--- src/rtl/sig_debouncer_if.sv ---
// Level-conditioning bundle between a raw input source and sig_debouncer.
// Master drives the raw level and enable; slave returns the filtered level.
interface sig_debouncer_if;
  logic sig_in;
  logic enable;
  logic sig_out;
  logic pending;
  logic glitch;

  modport master (
    output sig_in,
    output enable,
    input  sig_out,
    input  pending,
    input  glitch
  );

  modport slave (
    input  sig_in,
    input  enable,
    output sig_out,
    output pending,
    output glitch
  );
endinterface

--- src/rtl/sig_debouncer.sv ---
// Synchronise, prescale-sample and debounce a raw asynchronous level.
// Output moves only after STABLE_COUNT agreeing samples; aborts pulse glitch.
module sig_debouncer #(
  parameter int SYNC_STAGES  = 2,
  parameter int PRESCALE     = 1,
  parameter int STABLE_COUNT = 4,
  parameter bit RESET_LEVEL  = 1'b0
) (
  input logic             clk,
  input logic             rst_n,
  sig_debouncer_if.slave  bus
);

  localparam int PW = (PRESCALE > 1) ? $clog2(PRESCALE) : 1;
  localparam int CW = $clog2(STABLE_COUNT + 1);

  if (SYNC_STAGES < 2 || PRESCALE < 1 || STABLE_COUNT < 1) begin : g_bad
    $error("sig_debouncer: illegal parameter set");
  end

  typedef enum logic {
    IDLE,
    CONFIRM
  } state_e;

  logic [SYNC_STAGES-1:0] sync_q, sync_d;
  logic [PW-1:0]          pre_q, pre_d;
  logic [CW-1:0]          cnt_q, cnt_d;
  state_e                 state_q, state_d;
  logic                   out_q, out_d;
  logic                   glitch_q, glitch_d;
  logic                   s;
  logic                   tick;

  assign s    = sync_q[SYNC_STAGES-1];
  assign tick = bus.enable && (pre_q == PW'(PRESCALE - 1));

  // The synchroniser ignores enable so s is never stale on resume.
  always_comb begin
    sync_d = {sync_q[SYNC_STAGES-2:0], bus.sig_in};
    pre_d  = pre_q;
    if (bus.enable) begin
      pre_d = tick ? '0 : pre_q + 1'b1;
    end
  end

  always_comb begin
    state_d  = state_q;
    cnt_d    = cnt_q;
    out_d    = out_q;
    glitch_d = 1'b0;
    if (tick) begin
      unique case (state_q)
        IDLE: begin
          if (s != out_q) begin
            if (STABLE_COUNT == 1) begin
              out_d = s;
            end else begin
              cnt_d   = CW'(1);
              state_d = CONFIRM;
            end
          end
        end
        CONFIRM: begin
          if (s == out_q) begin
            cnt_d    = '0;
            state_d  = IDLE;
            glitch_d = 1'b1;
          end else if (cnt_q == CW'(STABLE_COUNT - 1)) begin
            out_d   = s;
            cnt_d   = '0;
            state_d = IDLE;
          end else begin
            cnt_d = cnt_q + 1'b1;
          end
        end
        default: begin
          state_d = IDLE;
        end
      endcase
    end
  end

  always_ff @(posedge clk or negedge rst_n) begin
    if (!rst_n) begin
      sync_q   <= {SYNC_STAGES{RESET_LEVEL}};
      pre_q    <= '0;
      cnt_q    <= '0;
      state_q  <= IDLE;
      out_q    <= RESET_LEVEL;
      glitch_q <= 1'b0;
    end else begin
      sync_q   <= sync_d;
      pre_q    <= pre_d;
      cnt_q    <= cnt_d;
      state_q  <= state_d;
      out_q    <= out_d;
      glitch_q <= glitch_d;
    end
  end

  assign bus.sig_out = out_q;
  assign bus.pending = (state_q == CONFIRM);
  assign bus.glitch  = glitch_q;

endmodule

--- src/flat_wrapper.sv ---
// flat-port wrapper written by rule: the top's interface ports become plain ports
module sig_debouncer_flat 
#(
  parameter int SYNC_STAGES  = 2,
  parameter int PRESCALE     = 1,
  parameter int STABLE_COUNT = 4,
  parameter bit RESET_LEVEL  = 1'b0
)
  (clk, rst_n, bus_sig_in, bus_enable, bus_sig_out, bus_pending, bus_glitch);
  sig_debouncer_if bus_i ();
  input logic clk;
  input logic rst_n;
  input wire logic [$bits(bus_i.sig_in)-1:0] bus_sig_in;
  input wire logic [$bits(bus_i.enable)-1:0] bus_enable;
  output wire logic [$bits(bus_i.sig_out)-1:0] bus_sig_out;
  output wire logic [$bits(bus_i.pending)-1:0] bus_pending;
  output wire logic [$bits(bus_i.glitch)-1:0] bus_glitch;
  assign bus_i.sig_in = bus_sig_in;
  assign bus_i.enable = bus_enable;
  assign bus_sig_out = bus_i.sig_out;
  assign bus_pending = bus_i.pending;
  assign bus_glitch = bus_i.glitch;
  sig_debouncer #(.SYNC_STAGES(SYNC_STAGES), .PRESCALE(PRESCALE), .STABLE_COUNT(STABLE_COUNT), .RESET_LEVEL(RESET_LEVEL)) u_core (.clk(clk), .rst_n(rst_n), .bus(bus_i));
endmodule
--- config.mk ---
export PLATFORM = sky130hd
export DESIGN_NAME = sig_debouncer_flat
export DESIGN_NICKNAME = d
export VERILOG_FILES = /design/src/rtl/sig_debouncer_if.sv /design/src/rtl/sig_debouncer.sv /design/src/flat_wrapper.sv
export SDC_FILE = /design/constraint.sdc
export NUM_CORES = 1
export LEC_CHECK = 0
export ABC_AREA = 0
export CAP_MARGIN = 40
export CORE_AREA = 2 2 39 41
export CTS_CLUSTER_SIZE = 10
export DETAILED_ROUTE_END_ITERATION = 8
export DIE_AREA = 0 0 41 43
export PLACE_DENSITY = 0.48
export REMOVE_ABC_BUFFERS = 1
export SKIP_LAST_GASP = 1
export SLEW_MARGIN = 20
export SYNTH_ARGS = -nofsm -noshare
export SYNTH_HDL_FRONTEND = slang
export SYNTH_SLANG_ARGS = --single-unit
--- constraint.sdc ---
create_clock -name clk -period 1.5 [get_ports clk]
set_input_delay 0.3 -clock clk [delete_from_list [all_inputs] [get_ports clk]]
set_output_delay 0.3 -clock clk [all_outputs]
set_load 0.005 [all_outputs]
==> flow_metrics.py, run 1 <==
metrics = {
    "status": {
        "status": "complete, no violations",
    },
    "clock_network": {
        "cts.clk_slew.worst_paths_ns": 0.06,
        "cts_buffers": 3,
        "root_buffer": "clkbuf_4",
        "htreeDepth": 1,
        "cts_resized": 0,
        "hold_buffers": 0,
        "clock_sink_count": 9,
        "clock_latency_ns": 0.25,
        "clk_path_buf_depth": 2,
        "cts_tree": "built",
    },
    "die": {
        "fp.dieH_um": 43,
        "ios": 7,
        "design.core.area_mm2": 0.00138,
        "rows": 14,
        "start_util_pct": 27.8,
        "dieArea_mm2": 0.00176,
        "die_x_um": 41,
    },
    "synthesis": {
        "netlist_area_um2": 385,
        "avgSynthCellArea_um2": 13.3,
        "async_reset_ff_share_pct": 100,
        "synth-seq-cells": 9,
        "netlist_top_cells_count": "dfrtp_1, nor2_1",
        "yosys-top-cells-area": "dfrtp_1, mux2_4, nand2b_4",
        "synthCells": 29,
        "yosys_warnings": 0,
        "synth.distinct_cells": 19,
        "synth_edf_count": 0,
        "yosysTopAreaCell": "dfrtp_1",
        "synth_top_area_share_pct": 58.4,
        "yosysSeqAreaShare_pct": 58.4,
        "yosys.cell_count.top_type": "dfrtp_1",
        "synthFlopType": "dfrtp_1",
    },
    "timing": {
        "hold_viol_final": 0,
        "setup_viol_count_final": 0,
        "fin_crit_ns": 1.40,
        "fin_crit_sh_pct": 93.7,
        "slew_headroom_pct": 72.9,
        "fin_setup_tns_ns": 0,
        "fmax_mhz": 712,
        "finalWorstSetupSlack_ns": 0.0950,
        "drv_slew": 0,
        "tightestPinTransition_ns": 0.406,
        "rsz0062_at_grt": "false",
        "fin_worst_skew_ns": 0.00294,
    },
    "critical_path": {
        "crit_slowest_cell": "clkdlybuf4s50_1",
        "critPathTopFamily": "buffers and inverters",
        "crit_chain": "clkdlybuf4s50_1",
        "path_class": "reg -> out",
        "crit_path_max_fanout": 2,
        "cp_slowest_stage_delay_ns": 0.50,
        "crit_buf_inv": 1,
        "start_kind": "flop",
        "end_kind": "output port",
        "worstPathRequired_ns": 1.20,
        "arrival_ns": 1.10,
    },
    "global_routing": {
        "antenna_found_initial": 0,
        "grt_pass1_wl_mm": 1.05,
        "track_usage_pct": 9.54,
        "gr-total-overflow": 0,
        "grt_start_max_net_pins": 10,
        "grt_pass1_vias": 263,
    },
    "pwr": {
        "p_leak_uw": 0.000244,
        "ir_worst_vdd_mv": 0.586,
        "powerDensity_mw_per_mm2": 1600,
    },
    "finish": {
        "n_antenna_cell": 0,
        "syn_to_final_growth_pct": 33.4,
        "drive_above_1_share_pct": 21.4,
        "finalNetCount": 48,
        "final_area_um2": 514,
    },
    "job": {
        "cap_violations": 0,
    },
    "placement": {
        "gp_congestion": 0.695,
        "place_ws_ns": 0.0287,
        "place.port_buffers": 6,
        "placed_area_um2": 473,
    },
    "routing": {
        "ant_nets": 0,
        "vias_per_cell": 4.50,
        "routed_wl_um": 648,
        "firstDrtPassIters": 3,
        "wl_per_cell_um": 11.2,
        "drtIter0Drc": 1,
        "remaining_drc_errors": 0,
        "vias": 261,
    },
    "min_path": {
        "hp-class": "in -> async",
    },
}
final cells by class:
type | instances | area (um^2)
multi-input cells | 20 | 160
well taps | 16 | 20.0
flip-flops and latches | 9 | 225
fillers | 144 | 870
clock buffers | 4 | 26.3
repair buffers | 9 | 82.6
cells in the final DEF, fill, tap and decap left out:
master / count
o2bb2ai_1: 1
nand2b_1: 1
o21bai_1: 1
dfrtp_1: 9
xor2_1: 1
a21o_1: 1
xnor2_1: 1
clkdlybuf4s50_1: 6
nor2_1: 3
o22a_1: 1
nand3b_2: 1
nand2_1: 1
ha_1: 1
nand2b_4: 1
o21a_1: 1
buf_4: 3
mux2_4: 1
clkbuf_1: 1
a211oi_1: 1
clkbuf_4: 3
nor3b_1: 1
and2b_1: 1
nor2b_1: 1
worst reg2reg max path: stages, from the launching register on:
cell      delay [ns]
dfrtp_1         0.40
ha_1            0.22
and2b_1         0.21
nand2b_4        0.08
mux2_4          0.29
registers in the layout (all words and copies together), names as in the netlist:
name	cells
u_core.pre_q	1
u_core.bus.glitch	1
u_core.sync_q	2
u_core.cnt_q	3
u_core.bus.sig_out	1
u_core.bus.pending	1
layer usage:
| metal | vias to the layer above | routed length [um] | GRT usage, % |
|---|---|---|---|
| met5 | - | 0 | 0 |
| li1 | 129 | - | - |
| met4 | 0 | 0 | 6.00 |
| met2 | 5 | 352 | 14.7 |
| met1 | 127 | 266 | 9.67 |
| met3 | 0 | 29 | 4.71 |
worst paths after layout:
check / slack [ns] / cells past startpoint / endpoint / from
setup / recovery: 0.1 / 1 / bus_pending / u_core.bus.pending
setup reg to reg: 0.19 / 4 / u_core.bus.sig_out / u_core.cnt_q[0]
max in group asynchronous: 0.88 / 1 / u_core.cnt_q[0] / rst_n
hold reg to reg: 0.35 / 0 / u_core.sync_q[1] / u_core.sync_q[0]
hold / removal: 0.34 / 1 / u_core.sync_q[1] / rst_n
min in group clk: 0.35 / 0 / u_core.sync_q[1] / u_core.sync_q[0]
repair_timing:
action                                 4_1_cts  5_1_grt
setup buffers                                2        0
endpoints found under the hold margin        0        0
setup endpoints to repair                    2        0
report_power, final:
part           switching, uW  internal [uW]
registers               30.2            295
clock network           83.2            102
logic                    128            186
total                    241            584
metrics by stage:
step / hold WS [ns] / util (%) / cells / power [uW]
2_1_floorplan: 0.00441 / - / 29 / 500
5_1_grt: 0.362 / 37.2 / 58 / 888
3_5_place_dp: 0.341 / 34.2 / 52 / 616
3_3_place_gp: 0.334 / 34.2 / 52 / 605
4_1_cts: 0.356 / 37.2 / 58 / 839
6_report: 0.339 / 37.2 / 58 / 825
logic make-up (layout without fill, tap and decap cells):
kind of cell | after synthesis | in the layout | synth area share (%)
xor gates and xnor gates | 2 | 2 | 4.55
buffers and inverters | 0 | 13 | 0
muxes | 1 | 1 | 3.89
adders and majority gates | 1 | 1 | 3.25
DFF | 9 | 9 | 58.4
and+or+nand+nor | 10 | 10 | 17.5
AOI/OAI and AO/OA | 6 | 6 | 12.3
Note: power is estimated with default switching activity, not from simulation.
==> inputs of run 2 (changes only) <==
Settings changed: ABC_CLOCK_PERIOD_IN_PS from default to 1500, RECOVER_POWER from default to 100.
==> flow_metrics.py, run 2 (synthesis results as in run 1) <==
metrics = {
    "critical_path": {
        "r2r_cells": 4,
        "crit_chain": "clkdlybuf4s50_1",
        "crit_cells": 1,
        "critPathTopFamily": "buffers and inverters",
        "end_kind": "output port",
        "start_kind": "flop",
        "path_class": "reg -> out",
        "cp_slowest_stage_delay_ns": 0.51,
        "worstPathRequired_ns": 1.20,
        "crit_buf_inv": 1,
        "crit_path_max_fanout": 2,
        "arrival_ns": 1.11,
        "crit_slowest_cell": "clkdlybuf4s50_1",
    },
    "clock_network": {
        "clock_sink_count": 9,
        "cts_buffers": 3,
        "htreeDepth": 1,
        "root_buffer": "clkbuf_4",
        "clock_latency_ns": 0.25,
        "cts.clk_slew.worst_paths_ns": 0.06,
        "hold_buffers": 0,
        "cts_tree": "built",
        "clk_path_buf_depth": 2,
    },
    "routing": {
        "firstDrtPassIters": 4,
        "remaining_drc_errors": 0,
        "routed_wl_um": 661,
        "wl_per_cell_um": 11.4,
        "drtIter0Drc": 1,
        "ant_nets": 0,
        "vias": 262,
        "vias_per_cell": 4.52,
    },
    "timing": {
        "fmax_mhz": 710,
        "hold_slack_ns": 0.353,
        "finalWorstSetupSlack_ns": 0.0915,
        "fin_worst_skew_ns": 0.000481,
        "fin_crit_sh_pct": 93.9,
        "fin_setup_tns_ns": 0,
        "drv_slew": 0,
        "hold_viol_final": 0,
        "slew_headroom_pct": 72.3,
        "tightestPinTransition_ns": 0.414,
        "rsz0062_at_grt": "false",
        "fin_crit_ns": 1.41,
        "setup_viol_count_final": 0,
    },
    "placement": {
        "gp_congestion": 0.695,
        "dp_cells": 52,
        "place.port_buffers": 6,
        "place_ws_ns": 0.0287,
    },
    "pwr": {
        "powerDensity_mw_per_mm2": 1600,
        "p_leak_uw": 0.000231,
        "ir_worst_vdd_mv": 0.558,
    },
    "finish": {
        "reg.largest.list": "u_core.cnt_q (3), u_core.sync_q (2)",
        "largest_reg_flops": 3,
        "syn_to_final_growth_pct": 30.2,
        "drive_above_1_share_pct": 16.7,
        "finalNonFillerCells": 58,
        "finalNetCount": 48,
        "n_antenna_cell": 0,
        "layout_commonest_cell": "dfrtp_1",
        "regMostFlops": "u_core.cnt_q",
    },
    "status": {
        "status": "complete, no violations",
    },
    "job": {
        "cap_violations": 0,
    },
    "global_routing": {
        "grt_start_max_net_pins": 10,
        "grt_pass1_wl_mm": 1.05,
        "antenna_found_initial": 0,
        "gr-total-overflow": 0,
        "track_usage_pct": 9.54,
        "grt_pass1_vias": 263,
    },
    "die": {
        "start_util_pct": 27.8,
        "design.core.area_mm2": 0.00138,
        "die_x_um": 41,
        "rows": 14,
        "ios": 7,
        "fp.dieH_um": 43,
        "dieArea_mm2": 0.00176,
    },
    "min_path": {
        "hp-class": "reg -> reg",
        "whs_path_depth": 0,
    },
}
-- run 2: cell count changes in the layout (fill, tap and decap cells not counted) --
cell | previous run | this run
clkdlybuf4s50_1 | 6 | 3
dlygate4sd3_1 | 0 | 3
buf_4 | 3 | 1
clkbuf_1 | 1 | 3
nand2b_2 | 0 | 1
nand2b_4 | 1 | 0
-- run 2: report_power, final --
group | switching [uW] | internal (uW) | total [uW] | leakage [uW]
sequential | 30.4 | 295 | 325 | 0.000114
combinational | 126 | 167 | 292 | 0.000102
clock | 81.2 | 102 | 183 | 0.0000150
-- run 2: final timing paths --
kind	start	to	slack (ns)
setup reg to reg	u_core.cnt_q[0]	u_core.bus.sig_out	0.20
hold reg to reg	u_core.sync_q[0]	u_core.sync_q[1]	0.35
hold / removal	u_core.sync_q[0]	u_core.sync_q[1]	0.35
min in group asynchronous	rst_n	u_core.cnt_q[1]	0.41
max in group asynchronous	rst_n	u_core.bus.glitch	0.80
setup / recovery	u_core.bus.pending	bus_pending	0.09
-- run 2: metal layers --
metal | vias up | GRT usage (%) | wire [um]
met1 | 128 | 9.67 | 277
met5 | - | 0 | 0
met4 | 0 | 6.00 | 0
met3 | 0 | 4.71 | 29
met2 | 5 | 14.7 | 354
li1 | 129 | - | -
-- run 2: final cells by class --
type,instances,area [um^2]
Fill cell,145,882
Timing Repair Buffer,9,75.1
Tap cell,16,20.0
Sequential cell,9,225
Clock buffer,4,26.3
Multi-Input combinational cell,20,155
-- run 2: metrics by stage --
step	util, %	cell area, um^2	total power (uW)
5_1_grt	36.3	502	865
3_5_place_dp	34.2	473	616
6_report	36.3	502	801
3_3_place_gp	34.2	473	605
4_1_cts	37.2	514	839
2_1_floorplan	-	385	500
-- run 2: timing repair --
item / CTS / global route
resized for setup: 0 / 0
setup endpoints to repair: 2 / 0
setup buffers: 2 / 0
